==> config.mk <==
export PLATFORM = sky130hd
export DESIGN_NAME = alu_arbiter
export DESIGN_NICKNAME = d
export VERILOG_FILES = /design/src/rtl/alu_arbiter.sv
export SDC_FILE = /design/constraint.sdc
export NUM_CORES = 1
export LEC_CHECK = 0
export CAP_MARGIN = 20
export CORE_MARGIN = 2
export CORE_UTILIZATION = 38
export DETAILED_ROUTE_END_ITERATION = 10
export PLACE_DENSITY = 0.69
export SLEW_MARGIN = 20
export SYNTH_ARGS = -nofsm -noshare
export SYNTH_HDL_FRONTEND = slang
export SYNTH_HIERARCHICAL = 1
export SYNTH_SLANG_ARGS = --single-unit
==> constraint.sdc <==
create_clock -name clk -period 8 [get_ports clk]
set_input_delay 0.8 -clock clk [delete_from_list [all_inputs] [get_ports clk]]
set_output_delay 0.8 -clock clk [all_outputs]
set_load 0.1 [all_outputs]
==> src/rtl/alu_arbiter.sv <==
`default_nettype none
// ============================================================================
// Module   : alu_arbiter (with helper alu_arbiter_alu)
// Purpose  : Two requesters share one 32-bit ALU. A round-robin arbiter
//            grants at most one request per cycle into a single registered
//            response slot that drains under valid/ready flow control.
// Ports    : clk, reset (sync, active-high)
//            r0_/r1_ valid, ready, control[3:0], a[31:0], b[31:0]
//            rsp_valid, rsp_ready, rsp_id, rsp_result[31:0], rsp_zero,
//            rsp_err, ops_done[15:0]
// Revision : 1.0 - initial release
// ============================================================================

module alu_arbiter_alu (
  input  logic [3:0]  control,
  input  logic [31:0] a,
  input  logic [31:0] b,
  output logic [31:0] result,
  output logic        err
);
  always_comb begin
    result = '0;
    err    = 1'b0;
    case (control)
      4'd0:    result = a + b;
      4'd1:    result = a - b;
      4'd2:    result = a | b;
      4'd3:    result = a & b;
      4'd4:    result = a ^ b;
      4'd5:    result = a << b[4:0];
      4'd6:    result = a >> b[4:0];
      4'd7:    result = $unsigned($signed(a) >>> b[4:0]);
      4'd8:    result = {31'b0, ($signed(a) < $signed(b))};
      4'd9:    result = {31'b0, (a < b)};
      default: err = 1'b1;  // opcodes 10-15: result stays 0
    endcase
  end
endmodule

module alu_arbiter #(
  parameter int PRIO_INIT = 0
) (
  input  logic        clk,
  input  logic        reset,
  input  logic        r0_valid,
  output logic        r0_ready,
  input  logic [3:0]  r0_control,
  input  logic [31:0] r0_a,
  input  logic [31:0] r0_b,
  input  logic        r1_valid,
  output logic        r1_ready,
  input  logic [3:0]  r1_control,
  input  logic [31:0] r1_a,
  input  logic [31:0] r1_b,
  output logic        rsp_valid,
  input  logic        rsp_ready,
  output logic        rsp_id,
  output logic [31:0] rsp_result,
  output logic        rsp_zero,
  output logic        rsp_err,
  output logic [15:0] ops_done
);
  localparam logic PRIO_RST = (PRIO_INIT != 0);

  typedef enum logic [0:0] {EMPTY = 1'b0, FULL = 1'b1} slot_t;

  slot_t       state;
  logic        prio;       // index of the requester that wins a tie
  logic        slot_free;
  logic        grant0;
  logic        grant1;
  logic        accept;
  logic [3:0]  alu_control;
  logic [31:0] alu_a;
  logic [31:0] alu_b;
  logic [31:0] alu_result;
  logic        alu_err;

  assign rsp_valid = (state == FULL);

  // The slot can take a new result if it is empty or being drained right now.
  // Reset blocks all grants so nothing is accepted while it is asserted.
  always_comb begin
    slot_free = !rsp_valid || rsp_ready;
    grant0    = !reset && slot_free && r0_valid && (!r1_valid || !prio);
    grant1    = !reset && slot_free && r1_valid && (!r0_valid ||  prio);
    accept    = grant0 || grant1;
  end

  assign r0_ready = grant0;
  assign r1_ready = grant1;

  // Operand steering for the single shared ALU.
  always_comb begin
    alu_control = grant1 ? r1_control : r0_control;
    alu_a       = grant1 ? r1_a       : r0_a;
    alu_b       = grant1 ? r1_b       : r0_b;
  end

  alu_arbiter_alu u_alu (
    .control (alu_control),
    .a       (alu_a),
    .b       (alu_b),
    .result  (alu_result),
    .err     (alu_err)
  );

  always_ff @(posedge clk) begin
    if (reset) begin
      state      <= EMPTY;
      prio       <= PRIO_RST;
      rsp_id     <= 1'b0;
      rsp_result <= '0;
      rsp_zero   <= 1'b0;
      rsp_err    <= 1'b0;
      ops_done   <= '0;
    end else begin
      if (rsp_valid && rsp_ready) begin
        ops_done <= ops_done + 16'd1;
      end
      if (accept) begin
        state      <= FULL;
        prio       <= grant0;  // priority passes to the requester not granted
        rsp_id     <= grant1;
        rsp_result <= alu_result;
        rsp_zero   <= (alu_result == 32'd0);
        rsp_err    <= alu_err;
      end else if (rsp_ready) begin
        state <= EMPTY;
      end
    end
  end
endmodule

`default_nettype wire
After elaboration in Yosys (flattened, before gate mapping). Index checks and enable logic that the tools add are counted.

Input bits: 141. Logic and storage cells: 53. Flip-flop bits (word level): 53.

Reductions and logical operators: 19. Eq/ne operators: 9. Multiplexer cells: 7. Add/sub/neg operators: 3. Shift-type cells: 3. $lt $le $gt $ge: 2. Bitwise logic cells: 3.

Operators by type and width (count): 32-bit one-hot mux with 10 select lines (1); 32-bit < comparator (2); 32-bit 2-to-1 mux (2); 32-bit adder (1); 32-bit bitwise AND (1); 32-bit logical NOT (1); 32-bit bitwise OR (1); 32-bit by 5-bit << shifter with 32-bit output (1); 32-bit by 5-bit right shift with 32-bit output (1); 32-bit by 5-bit >>> shifter with 32-bit output (1); 32-bit subtractor (1); 32-bit XOR (1); 16-bit by 1-bit adder with 16-bit output (second input constant) (1); 4-bit by 3-bit equality test with 1-bit output (second input constant) (4); 10-bit OR reduction (1); 4-bit by 2-bit equality test with 1-bit output (second input constant) (2); 4-bit equality test (second input constant) (2); 1-bit logical AND (6); 1-bit logical NOT (5); 4-bit by 1-bit equality test with 1-bit output (second input constant) (1); 4-bit logical NOT (1); 1-bit logical OR (4); 4-bit 2-to-1 mux (1); 1-bit 2-to-1 mux (3); 2-bit nonzero test (1).

Logic depth before layout (Yosys ltp). Gate-level depths: netlist of run 1.

Word-level depth: 9. Mapped depth: 25. Mapped depth without buffers: 20.

Cells and area by module. The synthesis of run 1 kept the hierarchy.

Modules (own cells, without submodules): alu_arbiter_alu (sequential area each 0.0 µm², area an instance 8300.5 µm², cells an instance 1223, instances 1); alu_arbiter (sequential area each 1061.0 µm², area an instance 2872.8 µm², cells an instance 331, instances 1).

Worst setup path after synthesis of run 1. Ideal clock, no wire load.

Kind: reg-to-reg. From: register state, in the netlist rsp_valid. To: register rsp_zero. Arrival time: 6.390 ns. Library setup time: 0.087 ns. Buffers on the path: 6. Path slack: 1.523 ns. Cell stages (with the launch flop): 26. Clock period less this slack: 6.477 ns. Path through: dfxtp_1 nor2b_2 nor2_1 nand3_2 buf_2 mux2_2 clkbuf_1 inv_2 buf_1 buf_1 buf_2 ha_1 buf_2 nor2_1 o41a_1 a21oi_1 a211oi_1 o21ai_1 a21oi_1 o31ai_1 nor4_1 o2111ai_1 o221ai_1 nor4_1 nand4_1 o31ai_1.

Cells in the longest elaborated chain, start to end: 9. Elaborated cells between the ends (all ways): 33.

RTL lines: start, declared (line 67) `slot_t state;`; start signal, assigned (line 110) `state <= EMPTY;`; start signal, assigned (line 122) `state <= FULL;`; start signal, assigned (line 129) `state <= EMPTY;`; 1-bit logical NOT (*) (line 84) `slot_free = !rsp_valid || rsp_ready;`; 1-bit logical OR (*) (line 84); 1-bit logical AND (*) (3 in a row) (line 86) `grant1 = !reset && slot_free && r1_valid && (!r0_valid || prio);`; 32-bit 2-to-1 mux (*) (line 97) `alu_b = grant1 ? r1_b : r0_b;`; named net alu_b[2] (line 75) `logic [31:0] alu_b;`; 32-bit subtractor, or another cell as far along (line 26) `4'd1: result = a - b;`; 32-bit one-hot mux with 10 select lines (*) (line 24) `case (control)`; named net alu_result[31] (line 76) `logic [31:0] alu_result;`; 32-bit logical NOT (*) (line 126) `rsp_zero <= (alu_result == 32'd0);`; end signal, assigned (line 126); end, declared (line 59) `output logic rsp_zero,`.

The timed path passes the listed nets; every way through them passes the cells marked *. A chain may end at the register's enable or synchronous reset.

Worst setup path after layout of run 1.
From: input port reset. To: register rsp_zero.

Cells in the longest elaborated chain, start to end: 8. Elaborated cells between the ends (all ways): 32.

RTL lines: start, declared (line 44) `input logic reset,`; 1-bit logical NOT (*) (line 86); 1-bit logical AND (*) (3 in a row) (line 86); 32-bit 2-to-1 mux (*) (line 97); named net alu_b[0] (line 75); 32-bit subtractor, or another cell as far along (line 26); 32-bit one-hot mux with 10 select lines (*) (line 24); named net alu_result[0] (line 76); 32-bit logical NOT (*) (line 126).

Marked as above.

==> out/results.ini, run 1 <==
[outcome]
status = finished clean

[yosys]
seq_area_frac_synth = 0.09496
synth.area.top_cells = ha_1, dfxtp_1, mux4_2, a21oi_1, mux2_2
netlist_area_um2 = 11170
ys_types = 78
synth_edf_count = 0
synthFlopType = dfxtp_1
yosys.area.top_type = ha_1
yosysTopAreaCellShare = 0.1109
synth_cells = 1554
avgSynthCellArea_um2 = 7.190
yosys_warnings = 6
synthArstFlopShare = 0
synth.net_count = 1796
ys_seq_elements = 53

[timing]
finalSetupViolations = 0
tns_ps = 0
finalHoldViolations = 0
timing.fmax_mhz = 146.7
fin_crit_sh = 0.8524
finalCriticalPeriod_ps = 6819
slew_viol_final = 0
relSlewSlack = 0.2198
rsz0062_at_grt = false
worst_slew_pin_slew_ps = 1167
fin_skew_ps = 4.354
hold_ws_ps = 455.7

[min_path]
whs_path_depth = 2
hold_class = flip-flop to flip-flop
worstHoldStart = rsp_result[21]

[clock_network]
clk_pin_slew_worst_paths_ps = 70
cts_max_level = 2
cts_tree = built
cts_hold_buf = 0
clock_tree.root_cell = clkbuf_16
post_cts_buffers = 0
clock_sinks = 53
clock_latency_ps = 300
post_cts_resized = 0
cts.path.max_buffers = 2
cts_buffers = 5

[global_route]
antenna_found_initial = 0
grt_pass1_vias = 12566
grtUsageTotal = 0.3033
overflow = 0
grt_max_degree = 68
grt_pass1_wl_um = 73570

[setup_path]
timing.reg2reg.worst_path_depth = 20
worstPathArrival_ps = 7030
worstPathRequired_ps = 8210
cp-start-kind = input port
r2r_start = rsp_valid
worst-setup-path-type = input port to flip-flop
worstSetupStartpoint = reset
crit_fanout = 55
worst_setup_path_end_kind = flip-flop

[floorplan]
initial_core_util = 0.3872
die_w_um = 175.5
core_area_um2 = 28860
die_h_um = 175.5
die_area_um2 = 30790
num_rows = 62
io_pins = 195

[pwr]
pwr-share-clk = 0.151
leakage_nw = 5.305
cellPowerDensity_nw_per_um2 = 135.7
p_sw_frac = 0.5079
vdd_drop_max_uv = 87.89
intPower_mw = 0.9038
p_seq_frac = 0.158
p_comb_frac = 0.691
switchingPower_mw = 0.9326

[drt]
wl_met1_um = 19420
vias_per_cell = 6.401
drc_errors = 0
ant_nets = 0
routed-wl-met3_um = 4778
firstDrtPassIters = 8
met2_length_um = 21480
wl_per_cell_um = 23.62
drt_iter0_drc = 1613
vias = 13122
drt-total-wl_um = 48420
routed.top_layer = met4

[finish]
final_cells = 2050
syn_to_final_growth_pct = 21.12
layout-drive-gt1-share = 0.1081
fin_nets = 1906

[placement]
dp_hpwl_um = 37400
portBuffers = 194
gp_congestion = 1.033
place_inst = 2041

[flow_run]
cap_violations = 0

[cells by family (layout without fill, tap and decap cells)]
logic type / Yosys count / in the layout / share of synthesized area
AOI/OAI and AO/OA: 523 / 523 / 0.3063
xor gates and xnor gates: 11 / 11 / 0.008622
adders and majority gates: 101 / 101 / 0.1144
buffers and inverters: 216 / 327 / 0.07816
DFF: 53 / 53 / 0.09496
muxes: 157 / 157 / 0.1987
other: 0 / 1 / 0
and+or+nand+nor: 493 / 493 / 0.1989
[cells in the mapped netlist, types with 22 or more instances]
cell and number:
a211oi_1 31, a21oi_1 164, a221oi_1 22, buf_2 29, clkbuf_1 68, dfxtp_1 53
ha_1 99, inv_1 96, mux2_2 72, mux2i_1 32, mux4_2 43, nand2_1 169
nand3_1 27, nor2_1 169, nor3_1 24, o21ai_0 86
[sequential cells by signal, indices dropped and copies added, names as in the netlist]
register    flops
ops_done       16
prio            1
rsp_result     32
rsp_valid       1
rsp_zero        1
rsp_err         1
rsp_id          1
[per-layer routing]
metal  up-vias  global-route usage
met5         -                   0
met4         0              0.1443
met3       164             0.05433
met2       792              0.4897
met1      6168              0.3918
li1       5998                   -
[final cells by class]
cell class | count | area [µm²]
antenna | 1 | 2.502
clock buffer | 5 | 125.1
clock inverter | 3 | 65.06
fill | 2917 | 15320
inverter | 100 | 375.4
multi-input combinational | 1285 | 9286
sequential | 53 | 1061
tap | 384 | 480.5
timing repair buffer | 219 | 2137
[path summary, 6_finish.rpt]
check	endpoint	slack (ps)
min reg2reg	rsp_result[21]	460
max reg2reg	rsp_zero	1840
max	rsp_zero	1180
min	rsp_result[21]	460
[worst max-delay path: stages]
cell and delay (ps):
buf_2 760, nor2_1 230, nand3_4 420, mux2_4 520, ha_1 280, fa_1 410, nor2_1 170, o221ai_1 150
a21oi_1 240, o31ai_1 100, buf_4 160, o21a_1 280, o31a_1 360, a21oi_1 290, a41oi_1 270, o21ai_0 380
o2111ai_1 360, nor4_1 390, nand4_1 160, o31ai_1 230
[power by group through the flow]
stage	clock, mW	sequential, mW	combinational (mW)
final	0.278	0.290	1.27
after global routing	0.294	0.292	1.35
after CTS	0.281	0.290	1.23
after detailed placement	0	0.297	1.23
after global placement	0	0.296	1.23
after floorplan	0	0.407	0.732
[cell usage in the layout (no fill, tap or decap), types with 13 or more instances in the layout]
cell	Yosys	layout
a211oi_1	31	31
a21o_1	13	13
a21oi_1	164	164
a221oi_1	22	22
buf_4	3	24
clkdlybuf4s50_1	0	193
dfxtp_1	53	53
ha_1	99	99
inv_1	96	96
mux2_2	72	71
mux2i_1	32	32
mux4_2	43	43
nand2_1	169	169
nand3_1	27	27
nand4_1	15	15
nor2_1	169	169
nor3_1	24	22
nor4_1	20	18
o211ai_1	19	19
o21ai_0	86	86
o21ai_1	15	15
o21bai_1	14	14
o221ai_1	20	20
o22ai_1	18	18
o31ai_1	18	18
or3_1	17	16
[through the flow]
stage                     setup WS, ps  instance area (µm²)  utilization  total power, mW
after CTS                         1387                13530       0.4688            1.805
final                             1181                13530       0.4690            1.836
after detailed placement          1104                13340       0.4622            1.522
after global routing             813.0                13530       0.4689            1.932
after floorplan                   1523                11170            -            1.140
after global placement            1298                13340       0.4622            1.522
Note: power is estimated with default switching activity, not from simulation.
==> run 2: changes to the inputs <==
--- a/config.mk
+++ b/config.mk
@@ -5,11 +5,14 @@
 export SDC_FILE = /design/constraint.sdc
 export NUM_CORES = 1
 export LEC_CHECK = 0
+export ABC_AREA = 0
 export CAP_MARGIN = 20
 export CORE_MARGIN = 2
 export CORE_UTILIZATION = 38
 export DETAILED_ROUTE_END_ITERATION = 10
 export PLACE_DENSITY = 0.69
+export REMOVE_ABC_BUFFERS = 1
+export SKIP_LAST_GASP = 1
 export SLEW_MARGIN = 20
 export SYNTH_ARGS = -nofsm -noshare
 export SYNTH_HDL_FRONTEND = slang
==> run 2 against run 1 <==
  * Sequential power is essentially flat
  * Sequential cell count is the same
  * Maximum frequency shrank 5.0%
  * Critical path type unchanged
  * Highest routed layer unchanged
==> out/results.ini, run 2 (synthesis gave the netlist of run 1 again) <==
[outcome]
status = finished clean

[min_path]
hold_class = flip-flop to flip-flop
worstHoldStart = rsp_result[22]

[floorplan]
num_rows = 62  ; unchanged
initial_core_util = 0.3872  ; unchanged
die_h_um = 175.5  ; unchanged
die_area_um2 = 30790  ; unchanged
core_area_um2 = 28860  ; unchanged
io_pins = 195  ; unchanged
die_w_um = 175.5  ; unchanged

[clock_network]
clk_pin_slew_worst_paths_ps = 70  ; about the same
post_cts_resized = 0  ; unchanged
cts_hold_buf = 0  ; unchanged
cts_buffers = 5  ; unchanged
clock_latency_ps = 290  ; about the same
clock_sinks = 53  ; unchanged
post_cts_buffers = 0  ; unchanged
clock_tree.root_cell = clkbuf_16
cts_max_level = 2  ; unchanged
cts_tree = built
cts.path.max_buffers = 2  ; unchanged

[timing]
finalCriticalPeriod_ps = 7180  ; +360.8 ps
hold_ws_ps = 456.1  ; +0.3790 ps
slew_viol_final = 0  ; unchanged
worst_slew_pin_slew_ps = 1026  ; -140.7 ps
tns_ps = 0  ; unchanged
rsz0062_at_grt = false
finalSetupViolations = 0  ; unchanged
finalWorstSetupSlack_ps = 820.4  ; -360.8 ps
relSlewSlack = 0.3137  ; +0.09386
fin_crit_sh = 0.8975  ; +0.04510
finalHoldViolations = 0  ; unchanged
fin_skew_ps = 7.911  ; +3.557 ps
timing.fmax_mhz = 139.3  ; -5.0%

[pwr]
vdd_drop_max_uv = 84.64  ; -3.7%
switchingPower_mw = 0.9309  ; -0.18%
leakage_nw = 5.276  ; -0.55%
p_comb_frac = 0.713  ; +0.022
p_seq_frac = 0.163  ; +0.005
intPower_mw = 0.8490  ; -6.1%
pwr-share-clk = 0.124  ; -0.027
cellPowerDensity_nw_per_um2 = 132.2  ; -2.6%
p_sw_frac = 0.5230  ; +0.01517
p_total_mw = 1.780  ; -3.1%

[placement]
placed_cell_area_um2 = 13310  ; -0.19%
post-place-ws_ps = 679.7  ; -424.1 ps
gp_congestion = 0.9560  ; -7.5%
place_inst = 2039  ; -0.098%
portBuffers = 194  ; unchanged
dp_hpwl_um = 38120  ; +1.9%

[drt]
firstDrtPassIters = 6  ; -2
routed-wl-met3_um = 4750  ; -0.59%
vias_per_cell = 6.485  ; +1.3%
vias = 13274  ; +1.2%
ant_nets = 0  ; unchanged
drt_iter0_drc = 1789  ; +11%
drt-total-wl_um = 49000  ; +1.2%
routed.top_layer = met4
wl_met1_um = 19810  ; +2.0%
drc_errors = 0  ; unchanged
met2_length_um = 22280  ; +3.7%
wl_per_cell_um = 23.94  ; +1.4%

[setup_path]
worst_setup_path_end_kind = flip-flop
worstPathRequired_ps = 8210  ; about the same
worstPathArrival_ps = 7390  ; +360 ps
reg2reg_setup_slack_ps = 1440  ; -400 ps
cp-start-kind = input port
crit_fanout = 37  ; -33%
r2r_start = rsp_valid
worst-setup-path-type = input port to flip-flop
worstSetupStartpoint = rsp_ready

[finish]
syn_to_final_growth_pct = 20.54
fin_nets = 1904  ; -0.10%
reg.largest.list = rsp_result (32), ops_done (16)
largest_register = rsp_result
post-route-util = 0.4667  ; -0.002255
final_cells = 2047  ; -0.15%
final_cell_mix = clkdlybuf4s50_1, nor2_1, nand2_1
largest_reg_flops = 32  ; unchanged
final_common_cell = clkdlybuf4s50_1
layout-drive-gt1-share = 0.1076  ; -0.0004713
final_area_um2 = 13470  ; -0.48%
antenna_cells = 0  ; -1

[global_route]
grtUsageTotal = 0.3072  ; +0.003916
antenna_found_initial = 0  ; unchanged
overflow = 0  ; unchanged
grt_pass1_vias = 12517  ; -0.39%
grt_max_degree = 68  ; unchanged
grt_pass1_wl_um = 74160  ; +0.80%

[flow_run]
cap_violations = 0  ; unchanged

-- run 2: cell count changes in the layout (fill, tap and decap cells not counted), sizes merged --
cell,change
clkinv,+1
bufinv,-2
buf,-2
clkbuf,+1
diode,-1
-- run 2: worst paths after layout --
| kind | end | depth (start not counted) |
|---|---|---|
| max | rsp_zero | 21 |
| min | rsp_result[22] | 2 |
| max reg2reg | rsp_zero | 20 |
| min reg2reg | rsp_result[22] | 2 |
-- run 2: cell type report --
class                   instances  area, µm²
clock inverters                 2      13.76
clock buffers                   6      138.9
flip-flops and latches         53       1061
repair buffers                217       2110
well taps                     384      480.5
fillers                      2974      15390
multi-input cells            1285       9289
inverters                     100      375.4
-- run 2: power by group through the flow --
| stage | combinational, mW | clock (mW) | sequential (mW) |
|---|---|---|---|
| floorplan | 0.709 | 0 | 0.408 |
| global placement | 1.23 | 0 | 0.296 |
| detailed placement | 1.23 | 0 | 0.296 |
| CTS | 1.24 | 0.227 | 0.290 |
| global route | 1.35 | 0.238 | 0.293 |
| finish | 1.27 | 0.220 | 0.290 |
-- run 2: critical path: stages --
cell and delay (ps):
clkdlybuf4s50_1 580, nor2b_2 110, nor2_1 230, nand3_4 540, mux2_4 650, ha_1 270
fa_1 420, nor2_1 170, o221ai_1 170, a21oi_1 230, o31ai_1 120, buf_4 170
o21a_1 260, o31a_1 340, a21oi_1 340, a41oi_1 340, o21ai_0 450, o2111ai_1 390
nor4_1 360, nand4_1 140, o31ai_1 220
-- run 2: routing by layer --
metal  global-route usage  up-vias
li1                     -     5987
met1               0.4067     6328
met2               0.5005      819
met3              0.05260      140
met4               0.1154        0
met5                    0        -
==> run 3: changes to the inputs <==
--- a/config.mk
+++ b/config.mk
@@ -9,11 +9,13 @@
 export CAP_MARGIN = 20
 export CORE_MARGIN = 2
 export CORE_UTILIZATION = 38
+export CTS_CLUSTER_SIZE = 8
 export DETAILED_ROUTE_END_ITERATION = 10
 export PLACE_DENSITY = 0.69
+export RECOVER_POWER = 25
 export REMOVE_ABC_BUFFERS = 1
 export SKIP_LAST_GASP = 1
-export SLEW_MARGIN = 20
+export SLEW_MARGIN = 5
 export SYNTH_ARGS = -nofsm -noshare
 export SYNTH_HDL_FRONTEND = slang
 export SYNTH_HIERARCHICAL = 1
==> run 3 against run 2 <==
  * Utilization about the same
  * Sequential share of layout area barely moved
  * Critical endpoint unchanged
  * Critical path depth unchanged
  * Highest routed layer unchanged
  * Largest power group unchanged
  * The run now ends with max-capacitance violations, max-slew violations left
==> out/results.ini, run 3 (synthesis gave the netlist of run 1 again) <==
[setup_path]
cp-start-kind = input port
max_stage_delay_ps = 650  ; about the same
cp_slowest_cell = dlygate4sd3_1
worstPathCellList = dlygate4sd3_1 > nor2b_2 > nor2_1 > nand3_4 > mux2_4 > ha_1 > fa_1 > nor2_1 > o221ai_1 > a21oi_1 > o31ai_1 > buf_4 > o21a_1 > o31a_1 > a21oi_1 > a41oi_1 > o21ai_0 > o2111ai_1 > nor4_1 > nand4_1 > o31ai_1
crit_fanout = 37  ; unchanged
worstPathRequired_ps = 8210  ; about the same
worst-setup-path-type = input port to flip-flop
worstPathArrival_ps = 7430  ; +40 ps
worst_setup_path_end_kind = flip-flop

[drt]
drc_errors = 0  ; unchanged
vias_per_cell = 6.458  ; -0.41%
wl_met1_um = 20250  ; +2.2%
met2_length_um = 22220  ; -0.29%
wl_per_cell_um = 23.96  ; about the same
ant_nets = 0  ; unchanged
drt_iter0_drc = 1747  ; -2.3%
drt-total-wl_um = 49070  ; +0.14%
vias = 13226  ; -0.36%
firstDrtPassIters = 6  ; unchanged
routed.top_layer = met4
routed-wl-met3_um = 4450  ; -6.3%

[outcome]
violations = max-capacitance violations, max-slew violations
status = complete, but fails checks

[timing]
fin_crit_sh = 0.9032  ; +0.005717
finalHoldViolations = 0  ; unchanged
finalCriticalPeriod_ps = 7225  ; +45.74 ps
finalWorstSetupSlack_ps = 774.7  ; -45.74 ps
finalSetupViolations = 0  ; unchanged
slew_viol_final = 1  ; +1
fin_skew_ps = 8.027  ; +0.1167 ps
timing.fmax_mhz = 138.4  ; -0.63%
rsz0062_at_grt = false
relSlewSlack = -0.004774  ; -0.3184
worst_slew_pin_slew_ps = 1496  ; +469.4 ps
tns_ps = 0  ; unchanged

[clock_network]
clock_sinks = 53  ; unchanged
clock_latency_ps = 290  ; about the same
cts.path.max_buffers = 2  ; unchanged
post_cts_resized = 0  ; unchanged
post_cts_buffers = 0  ; unchanged
cts_buffers = 5  ; unchanged
clk_pin_slew_worst_paths_ps = 70  ; about the same
cts_max_level = 2  ; unchanged
cts_hold_buf = 0  ; unchanged
clock_tree.root_cell = clkbuf_16
cts_tree = built

[finish]
syn_to_final_growth_pct = 20.48  ; about the same
reg.largest.list = rsp_result (32), ops_done (16)
final_cells = 2048  ; +0.049%
final_cell_mix = clkdlybuf4s50_1, nor2_1, nand2_1
layout-drive-gt1-share = 0.1058  ; -0.001868
largest_register = rsp_result
antenna_cells = 0  ; unchanged
final_common_cell = clkdlybuf4s50_1
largest_reg_flops = 32  ; unchanged
fin_nets = 1905  ; +0.053%
fill_cells = 2976  ; +0.067%

[pwr]
vdd_drop_max_uv = 82.31  ; -2.8%
cellPowerDensity_nw_per_um2 = 132.2  ; about the same
leakage_nw = 5.295  ; +0.35%

[flow_run]
cap_violations = 1  ; +1

[min_path]
hold_class = flip-flop to flip-flop

[floorplan]
num_rows = 62  ; unchanged
die_area_um2 = 30790  ; unchanged
core_area_um2 = 28860  ; unchanged
initial_core_util = 0.3872  ; unchanged
die_h_um = 175.5  ; unchanged
die_w_um = 175.5  ; unchanged
io_pins = 195  ; unchanged

[global_route]
grt_pass1_wl_um = 74160  ; unchanged
grt_max_degree = 68  ; unchanged
grtUsageTotal = 0.3072  ; unchanged
antenna_found_initial = 0  ; unchanged
grt_pass1_vias = 12517  ; unchanged
overflow = 0  ; unchanged

[placement]
gp_congestion = 0.9560  ; unchanged
portBuffers = 194  ; unchanged
dp_hpwl_um = 38120  ; unchanged
place_inst = 2039  ; unchanged
post-place-ws_ps = 679.7  ; unchanged

[run 3: layout make-up]
cell class / count / area (µm²) / area share
inverter: 100 / 375.4 / 0.02788
multi-input combinational: 1285 / 9268 / 0.6884
clock buffer: 6 / 138.9 / 0.01032
clock inverter: 2 / 13.76 / 0.001022
timing repair buffer: 218 / 2125 / 0.1578
sequential: 53 / 1061 / 0.07882
tap: 384 / 480.5 / 0.03569
[run 3: worst max-delay path: cells and delay by family]
family | cells | cell delay [ps]
buffers and inverters | 2 | 820
multiplexers | 1 | 650
AND/OR/NAND/NOR | 6 | 1530
AO/OA/AOI/OAI | 10 | 2880
adder cells (fa/ha/maj) | 2 | 690
[run 3: layer usage]
layer	vias up	GRT usage
li1	5989	-
met1	6297	0.4067
met2	801	0.5005
met3	139	0.05260
met4	0	0.1154
met5	-	0
[run 3: path summary, 6_finish.rpt]
path                        from        endpoint  slack (ps)  cells past startpoint
setup / recovery       rsp_ready        rsp_zero         770                     21
hold / removal    rsp_result[22]  rsp_result[22]         450                      2
setup reg to reg       rsp_valid        rsp_zero        1470                     20
hold reg to reg   rsp_result[22]  rsp_result[22]         450                      2
[run 3: through the flow]
stage	util	cell area [µm²]	hold slack, ps	total power [mW]
2_1_floorplan	-	10680	474.5	1.116
3_3_place_gp	0.4614	13310	445.6	1.525
3_5_place_dp	0.4614	13310	448.7	1.528
4_1_cts	0.4667	13470	458.6	1.755
5_1_grt	0.4665	13460	473.4	1.876
6_report	0.4665	13460	452.8	1.780
[run 3: power by group]
| group | total (mW) | internal, mW | switching (mW) | leakage [nW] |
|---|---|---|---|---|
| logic | 1.27 | 0.443 | 0.825 | 4.79 |
| registers | 0.290 | 0.280 | 0.00993 | 0.431 |
| clock network | 0.221 | 0.125 | 0.0963 | 0.0768 |
